<file path="config.mk">
export PLATFORM = sky130hd
export DESIGN_NAME = ps2_note_tracker
export DESIGN_NICKNAME = d
export VERILOG_FILES = /design/src/rtl/ps2_note_tracker.sv
export SDC_FILE = /design/constraint.sdc
export NUM_CORES = 1
export LEC_CHECK = 0
export ABC_AREA = 1
export CAP_MARGIN = 10
export CORE_ASPECT_RATIO = 0.8
export CORE_UTILIZATION = 45
export CTS_CLUSTER_SIZE = 28
export DETAILED_ROUTE_END_ITERATION = 8
export GPL_TIMING_DRIVEN = 1
export PLACE_DENSITY = 0.71
export SLEW_MARGIN = 10
export SYNTH_ARGS = -nofsm -noshare
export SYNTH_HDL_FRONTEND = slang
export SYNTH_SLANG_ARGS = --single-unit
</file>
<file path="constraint.sdc">
create_clock -name iClk -period 2.1 [get_ports iClk]
set_clock_uncertainty 0.2 [all_clocks]
set_input_delay 0.21 -clock iClk [delete_from_list [all_inputs] [get_ports iClk]]
set_output_delay 0.21 -clock iClk [all_outputs]
set_load 0.005 [all_outputs]
</file>
<file path="src/rtl/ps2_note_tracker.sv">
// ps2_note_tracker: PS/2 set-2 scan-code sequencer mapping 16 keys to notes with held-key tracking.
// Optional inter-byte timeout is compiled in with `define PS2_TIMEOUT_EN.
module ps2_note_tracker #(
  parameter int TIMEOUT_CYCLES = 1_000_000
) (
  input  logic        iClk,
  input  logic        iReset_n,
  input  logic        iFlag,
  input  logic [7:0]  iData,
  output logic        oNoteValid,
  output logic [3:0]  oNote,
  output logic        oPress,
  output logic [15:0] oKeyMask,
  output logic        oActive,
  output logic [3:0]  oCurNote
);
  typedef enum logic [1:0] {S_IDLE, S_BRK, S_EXT, S_EXT_BRK} state_t;
  state_t      r_state, w_state_nxt;
  logic        r_flag_d, w_acc, w_hit, w_timeout, w_make, w_brk;
  logic [3:0]  w_idx, w_hi, r_cur, w_cur_nxt;
  logic [15:0] w_rem;
  assign w_acc = iFlag & ~r_flag_d;
  always_comb begin
    w_hit = 1'b1;
    w_idx = 4'd0;
    case (iData)
      8'h1C: w_idx = 4'd0;
      8'h1D: w_idx = 4'd1;
      8'h1B: w_idx = 4'd2;
      8'h24: w_idx = 4'd3;
      8'h23: w_idx = 4'd4;
      8'h2B: w_idx = 4'd5;
      8'h2C: w_idx = 4'd6;
      8'h34: w_idx = 4'd7;
      8'h35: w_idx = 4'd8;
      8'h33: w_idx = 4'd9;
      8'h3C: w_idx = 4'd10;
      8'h3B: w_idx = 4'd11;
      8'h42: w_idx = 4'd12;
      8'h44: w_idx = 4'd13;
      8'h4B: w_idx = 4'd14;
      8'h4D: w_idx = 4'd15;
      default: w_hit = 1'b0;
    endcase
  end
`ifdef PS2_TIMEOUT_EN
  localparam int CW = $clog2(TIMEOUT_CYCLES + 1);
  logic [CW-1:0] r_to_cnt;
  assign w_timeout = (r_state != S_IDLE) && (r_to_cnt == CW'(TIMEOUT_CYCLES - 1));
  always_ff @(posedge iClk or negedge iReset_n)
    if (!iReset_n) r_to_cnt <= '0;
    else r_to_cnt <= (w_acc || r_state == S_IDLE || w_timeout) ? '0 : r_to_cnt + 1'b1;
`else
  assign w_timeout = (TIMEOUT_CYCLES < 0);
`endif
  always_ff @(posedge iClk or negedge iReset_n)
    if (!iReset_n) r_state <= S_IDLE;
    else r_state <= w_state_nxt;
  // An accepted byte always takes priority over a timeout in the same cycle
  always_comb begin
    w_state_nxt = r_state;
    if (w_acc)
      case (r_state)
        S_IDLE:  w_state_nxt = (iData == 8'hE0) ? S_EXT : (iData == 8'hF0) ? S_BRK : S_IDLE;
        S_EXT:   w_state_nxt = (iData == 8'hF0) ? S_EXT_BRK : S_IDLE;
        default: w_state_nxt = S_IDLE;
      endcase
    else if (w_timeout)
      w_state_nxt = S_IDLE;
  end
  always_comb begin
    w_make = w_acc && r_state == S_IDLE && w_hit && !oKeyMask[w_idx];
    w_brk  = w_acc && r_state == S_BRK  && w_hit &&  oKeyMask[w_idx];
    w_rem  = oKeyMask & ~(16'd1 << w_idx);
    w_hi   = 4'd0;
    for (int i = 0; i < 16; i++)
      if (w_rem[i]) w_hi = 4'(i);
    w_cur_nxt = w_make ? w_idx : (w_brk && w_idx == r_cur && |w_rem) ? w_hi : r_cur;
  end
  always_ff @(posedge iClk or negedge iReset_n)
    if (!iReset_n) begin
      r_flag_d   <= 1'b0;
      oNoteValid <= 1'b0;
      oNote      <= 4'd0;
      oPress     <= 1'b0;
      oKeyMask   <= 16'd0;
      r_cur      <= 4'd0;
    end else begin
      r_flag_d   <= iFlag;
      oNoteValid <= w_make | w_brk;
      r_cur      <= w_cur_nxt;
      if (w_make | w_brk) begin
        oNote  <= w_idx;
        oPress <= w_make;
      end
      if (w_make) oKeyMask <= oKeyMask | (16'd1 << w_idx);
      else if (w_brk) oKeyMask <= w_rem;
    end
  assign oActive  = |oKeyMask;
  assign oCurNote = r_cur;
endmodule

</file>
==> impl_metrics.tcl, run 1 <==
set metrics [dict create \
    run_status "finished, violations left" \
    violations "negative setup slack" \
    routabilityCongestion 0.992 \
    multi_input_gate_area_mm2 0.00181 \
    antenna_violations_before_repair 0 \
    postSynthAreaPerCell_um2 6.44 \
    layout_setup_ws_ns -0.226 \
    vias_in_the_first_global_route 2596 \
    fin_util 0.883 \
    first_pass_iters 7 \
    worst_pin_slew_ns 0.370 \
    die-area_mm2 0.00498 \
    core_area_mm2 0.00434 \
    fmax_mhz 430 \
    synth.area.top_cells "sky130_fd_sc_hd__dfrtp_1 (34%), sky130_fd_sc_hd__nand2_1 (23%), sky130_fd_sc_hd__o21ai_1 (5.2%)" \
    grt_start_max_net_pins 30 \
    syn_area_mm2 0.00211 \
    worst-r2r-setup-slack_ns 0.01 \
    post_synth_adder_cell_area 0 \
    cp_data_arrival_time_ns 2.31 \
    synth_area_in_simple_gates 0.483 \
    final_cell_count_no_fill 502 \
    detail-route-antenna-nets 0 \
    worst_case_vdd_ir_drop_mv 0.422 \
    final_worst_path_period_share 1.11 \
    synth_top_family_by_area "simple AND/OR/NAND/NOR gates" \
    clk_pin_slew_ns 0.07 \
    total_power_uw 1640 \
    report.final.slew_viol_count 0 \
    ys_async_sr_fraction 1.00 \
    synth.area.mux_share 0 \
    via_count 3185 \
    path_common_cell "sky130_fd_sc_hd__nand2_1" \
    start_util 0.487 \
    cap_violations 0 \
    avgViaCountPerCell 6.34 \
    gr-total-overflow 0 \
    synth_flop_cell "sky130_fd_sc_hd__dfrtp_1" \
    slew-limit-headroom 0.754 \
    ordered_list_of_cells_on_the_worst_path "buf_6, inv_2, nand2_4, nor2_4, nand2_4, buf_6, buf_4, nand2_2, nand2_1, nand2_1, nand2_1, nand2_1, nand2_2, nand2_2, nand2_1, nand2_1, nand2_1, nand2_1, nand2_1, nand2_1, nand2_1, nand2_1, nand2_1" \
    synth_edf_count 0 \
    setup_violation_total_in_the_final_timing_report 25 \
    detail_route.wirelength_mm 9.90 \
    clk_path_buf_depth 2 \
    ctsHoldBuffers 0 \
    postSynthCellCount 328 \
    dr.first_iter.drc_count 620 \
    pwr_density_cell_mw_per_mm2 429 \
    h-tree-depth 2 \
    layout.area.seq_um2 728 \
    category_of_cells_accounting_for_the_largest_share_of_critical_path_delay "simple AND/OR/NAND/NOR gates" \
    grt_first_pass_wirelength_mm 12.6 \
    die_width_um 78.6 \
    core.rowCount 21 \
    critPathMaxStageDelay_ns 0.25 \
    holdWs_ns 0.103 \
    synth_seq_cells 29 \
    seq_area_frac_synth 0.343 \
    dp.cells 475 \
    period_needed_ns 2.33 \
    reg2regPathDepth 11 \
    drc 0 \
    share_of_the_synthesized_area_in_compound_gates_ao_oa_aoi_oai 0.0977 \
    top_level_ports 38 \
    clock_sink_count 29 \
    final_nets 455 \
    syn_nets 339 \
    post-synth-top-count-cell "sky130_fd_sc_hd__nand2_1" \
    tritoncts_clock_tree "built" \
    worst_hold_path_type "in2async" \
    post_route_cells_drive_above_1_share 0.510 \
    yosys.area.top_type_share 0.343 \
    critical_path.startpoint_type "primary input" \
    antenna_cells 0 \
    rsz0062_at_grt "true" \
    clock_tree.root_cell "sky130_fd_sc_hd__clkbuf_8" \
    syn_to_final_growth_pct 81.1 \
    routedWlPerCell_um 19.7 \
    yosys-top-cells-count "sky130_fd_sc_hd__nand2_1 (132), sky130_fd_sc_hd__dfrtp_1 (29), sky130_fd_sc_hd__nor2_1 (28)" \
    distinct_cell_type_count_of_the_synthesized_netlist 25 \
    yosysWarnings 0 \
    pre_cts_slack_ns -0.819 \
    port_buffers 37 \
    grt_use_total 0.332 \
    dp_hpwl_mm 4.98 \
    crit_type "in2reg" \
    total_leakage_power_uw 0.00197 \
    worstPathBufferInverterCount 4 \
    synth_xor_xnor_area_share 0.00829 \
    critical_path.slowest_cell "sky130_fd_sc_hd__nor2_4" \
    clk_latency_ns 0.30 \
    dieHeight_um 63.3 \
    cts_made_buffers 5 \
    endpoint_kind "register" \
    hold_violations 0 \
    fillerInstances 205 \
    worstPathRequired_ns 2.08 \
    synth_top_cell_by_area "sky130_fd_sc_hd__dfrtp_1" \
    critical_path.max_fanout 5 \
]
[worst max path at each step]
stage	startpoint	endpoint	slack, ns	cells past startpoint
after detailed placement	iData[1]	oPress$_DFFE_PN0P_	-0.82	18
after floorplan	iData[4]	register	0.02	20
after global routing	iData[3]	oCurNote[0]$_DFFE_PN0P_	-0.34	23
final	iData[6]	oCurNote[0]$_DFFE_PN0P_	-0.23	23
after CTS	iData[5]	oCurNote[1]$_DFFE_PN0P_	0.005	16
after global placement	iData[1]	register	-0.76	17
[layout by cell type (no fill, tap or decap), drive strengths merged]
cell type	count
a21oi	2
dfrtp	29
dlymetal6s2s	1
nor3	2
nand3	24
o2111ai	1
nor4	6
clkdlybuf4s50	28
nand2	149
buf	81
inv	29
clkbuf	7
nor2	39
nand4	7
o21ai	35
xor2	2
bufinv	1
a31oi	2
[layer usage]
layer  vias to the layer above  share of wire  track usage
li1                       1308              -            -
met1                      1448           0.36        0.440
met2                       325           0.44        0.533
met3                       104           0.12       0.0667
met4                         0          0.079        0.120
met5                         -              0            0
[cell type report]
| class | count | share of cell area |
|---|---|---|
| Multi-Input combinational cell | 269 | 0.473 |
| Inverter | 29 | 0.0370 |
| Clock buffer | 7 | 0.0226 |
| Tap cell | 57 | 0.0186 |
| Timing Repair Buffer | 110 | 0.251 |
| Sequential cell | 29 | 0.190 |
| Clock inverter | 1 | 0.00785 |
[power breakdown]
group	internal (µW)	switching [µW]
Combinational	183	236
Sequential	579	27.7
Clock	387	231
Total	1150	494
[metrics by stage]
step	cell area, µm²	TNS, ns
2_1_floorplan	2110	0
6_report	3830	-1.91
3_5_place_dp	2950	-19.38
3_3_place_gp	2950	-18.42
4_1_cts	3390	0
5_1_grt	3830	-5.57
[logic make-up after synthesis]
family / Yosys count
flip-flops: 29
AO/OA/AOI/OAI: 40
AND/OR/NAND/NOR: 224
XOR/XNOR: 2
buffers and inverters: 33
[worst reg2reg max path, cell delays in order (launching register included)]
cell and delay (ns):
sky130_fd_sc_hd__dfrtp_1 0.54, sky130_fd_sc_hd__nand3_2 0.12, sky130_fd_sc_hd__nand2_1 0.12, sky130_fd_sc_hd__nand2_1 0.08, sky130_fd_sc_hd__nand2_1 0.08, sky130_fd_sc_hd__nand2_2 0.05
sky130_fd_sc_hd__nand2_2 0.08, sky130_fd_sc_hd__nand2_4 0.09, sky130_fd_sc_hd__nand2_8 0.14, sky130_fd_sc_hd__nand2_4 0.13, sky130_fd_sc_hd__o21ai_1 0.25, sky130_fd_sc_hd__o21ai_1 0.10
[repair_timing]
item                       4_1_cts  5_1_grt
setup endpoints to repair       27       27
pin swaps                       39       58
buffers inserted                14        4
gates resized for setup         99      127
gates cloned                     3        0
(Power assumes the default switching activity.)
==> run 2: changes to the inputs <==
- CORE_MARGIN: unset -> 4
==> impl_metrics.tcl, run 2 (synthesis results as in run 1) <==
set metrics [dict create \
    fin_setup_tns_ns -4.79 \
    clock_sink_count 29 \
    layout_setup_ws_ns -0.354 \
    core.rowCount 22 \
    critical_path.startpoint_type "primary input" \
    worst_hold_path_type "in2async" \
    worst-r2r-setup-slack_ns 0.04 \
    worstPathBufferInverterCount 4 \
    antenna_cells 0 \
    clk_pin_slew_ns 0.06 \
    critical_path.slowest_cell "sky130_fd_sc_hd__nand4_1" \
    dr.first_iter.drc_count 406 \
    final_nets 469 \
    fmax_mhz 407 \
    core_area_mm2 0.00457 \
    grt_first_pass_wirelength_mm 12.7 \
    clock_tree.root_cell "sky130_fd_sc_hd__clkbuf_8" \
    cap_violations 0 \
    clk_latency_ns 0.31 \
    power.internal_uw 1180 \
    vias_in_the_first_global_route 2617 \
    power_switching_uw 488 \
    routabilityCongestion 0.947 \
    final_cell_count_no_fill 519 \
    slew-limit-headroom 0.685 \
    endpoint_kind "register" \
    clkPwrFrac 0.372 \
    report.final.slew_viol_count 0 \
    layout_common_cells "sky130_fd_sc_hd__nand2_1 (84), sky130_fd_sc_hd__buf_4 (74), sky130_fd_sc_hd__nand2_2 (36)" \
    worstPathRequired_ns 2.07 \
    period_needed_ns 2.45 \
    total_leakage_power_uw 0.00203 \
    die-area_mm2 0.00586 \
    tritoncts_clock_tree "built" \
    worst_pin_slew_ns 0.469 \
    ordered_list_of_cells_on_the_worst_path "buf_8, inv_6, nand2_4, nor2_4, nand4_1, nand4_1, nor2_4, buf_6, nand2_4, nand2_2, nor2_1, nand2_1, nor2_2, nand3_2, nand2_2, inv_2, nand2_1, nand3_1" \
    avgViaCountPerCell 6.10 \
    power.share.sequential 0.359 \
    critical_path.max_fanout 4 \
    holdWs_ns 0.0946 \
    post_route_cells_drive_above_1_share 0.512 \
    start_util 0.462 \
    routedWlPerCell_um 19.7 \
    dp_hpwl_mm 5.23 \
    detail_route.wirelength_mm 10.2 \
    final_common_cell "sky130_fd_sc_hd__nand2_1" \
    violations "negative setup slack" \
    dieHeight_um 69.3 \
    port_buffers 37 \
    syn_to_final_growth_pct 88.1 \
    antenna_violations_before_repair 1 \
    dp.cells 487 \
    grt_start_max_net_pins 30 \
    crit_type "in2reg" \
    fillerInstances 217 \
    category_of_cells_accounting_for_the_largest_share_of_critical_path_delay "simple AND/OR/NAND/NOR gates" \
    pwr-share-comb 0.269 \
    clk_path_buf_depth 2 \
    rsz0062_at_grt "true" \
    drc 0 \
    final_worst_path_period_share 1.17 \
    die_width_um 84.6 \
    final_design_area_no_fill_mm2 0.00398 \
    setup_violation_total_in_the_final_timing_report 26 \
    power.share.switching 0.293 \
    top_level_ports 38 \
    pre_cts_slack_ns -0.896 \
    via_count 3167 \
    gr-total-overflow 0 \
    hold_violations 0 \
    worst_case_vdd_ir_drop_mv 0.315 \
    pwr_density_cell_mw_per_mm2 420 \
    cp_data_arrival_time_ns 2.43 \
    cts_made_buffers 5 \
    critPathMaxStageDelay_ns 0.32 \
    placed_cell_area_mm2 0.00302 \
    grt_use_total 0.267 \
    detail-route-antenna-nets 0 \
    run_status "finished, violations left" \
    h-tree-depth 2 \
    ctsHoldBuffers 0 \
    first_pass_iters 5 \
]
-- run 2: cell count changes in the layout (fill, tap and decap cells not counted), sizes merged --
cell,change
clkdlybuf4s50,+1
buf,+15
dlymetal6s2s,-1
nand2,-1
-- run 2: worst paths after layout --
kind / cells after the start / startpoint / endpoint
hold / removal: 2 / iReset_n / async pin
setup reg to reg: 11 / register / oCurNote[1]$_DFFE_PN0P_
hold reg to reg: 2 / oPress$_DFFE_PN0P_ / oPress$_DFFE_PN0P_
min in group iClk: 1 / iFlag / r_flag_d$_DFF_PN0_
setup / recovery: 18 / iData[7] / oCurNote[2]$_DFFE_PN0P_
max in group asynchronous: 2 / iReset_n / async pin
-- run 2: cell type report --
| class | instances | area, µm² | area share |
|---|---|---|---|
| clock buffer | 7 | 86.3 | 0.0217 |
| clock inverter | 1 | 30.0 | 0.00755 |
| inverter | 29 | 146 | 0.0368 |
| multi-input combinational | 268 | 1810 | 0.455 |
| sequential | 29 | 727 | 0.183 |
| tap | 60 | 75.1 | 0.0189 |
| timing repair buffer | 125 | 1100 | 0.277 |
-- run 2: through the flow --
step                      total power [µW]  utilization
after floorplan                        729            -
after global placement                 879        0.661
after detailed placement               884        0.661
after CTS                             1560        0.765
after global routing                  1710        0.870
final                                 1670        0.870
-- run 2: power by group through the flow --
stage	clock, µW	sequential [µW]	combinational, µW
2_1_floorplan	0	605	125
3_3_place_gp	0	606	272
3_5_place_dp	0	607	276
4_1_cts	606	597	353
5_1_grt	640	601	473
6_report	620	599	449
-- run 2: what timing repair did --
action / in CTS / in global routing
resized for setup: 107 / 124
cloned: 2 / 0
buffers inserted: 16 / 10
setup endpoints to repair: 27 / 26
pin swaps: 37 / 58
-- run 2: routing by layer --
| metal | share of wire | vias up | track usage |
|---|---|---|---|
| met3 | 0.11 | 103 | 0.0653 |
| li1 | - | 1335 | - |
| met2 | 0.44 | 277 | 0.419 |
| met1 | 0.36 | 1450 | 0.353 |
| met4 | 0.087 | 2 | 0.104 |
| met5 | 0.0013 | - | 0 |
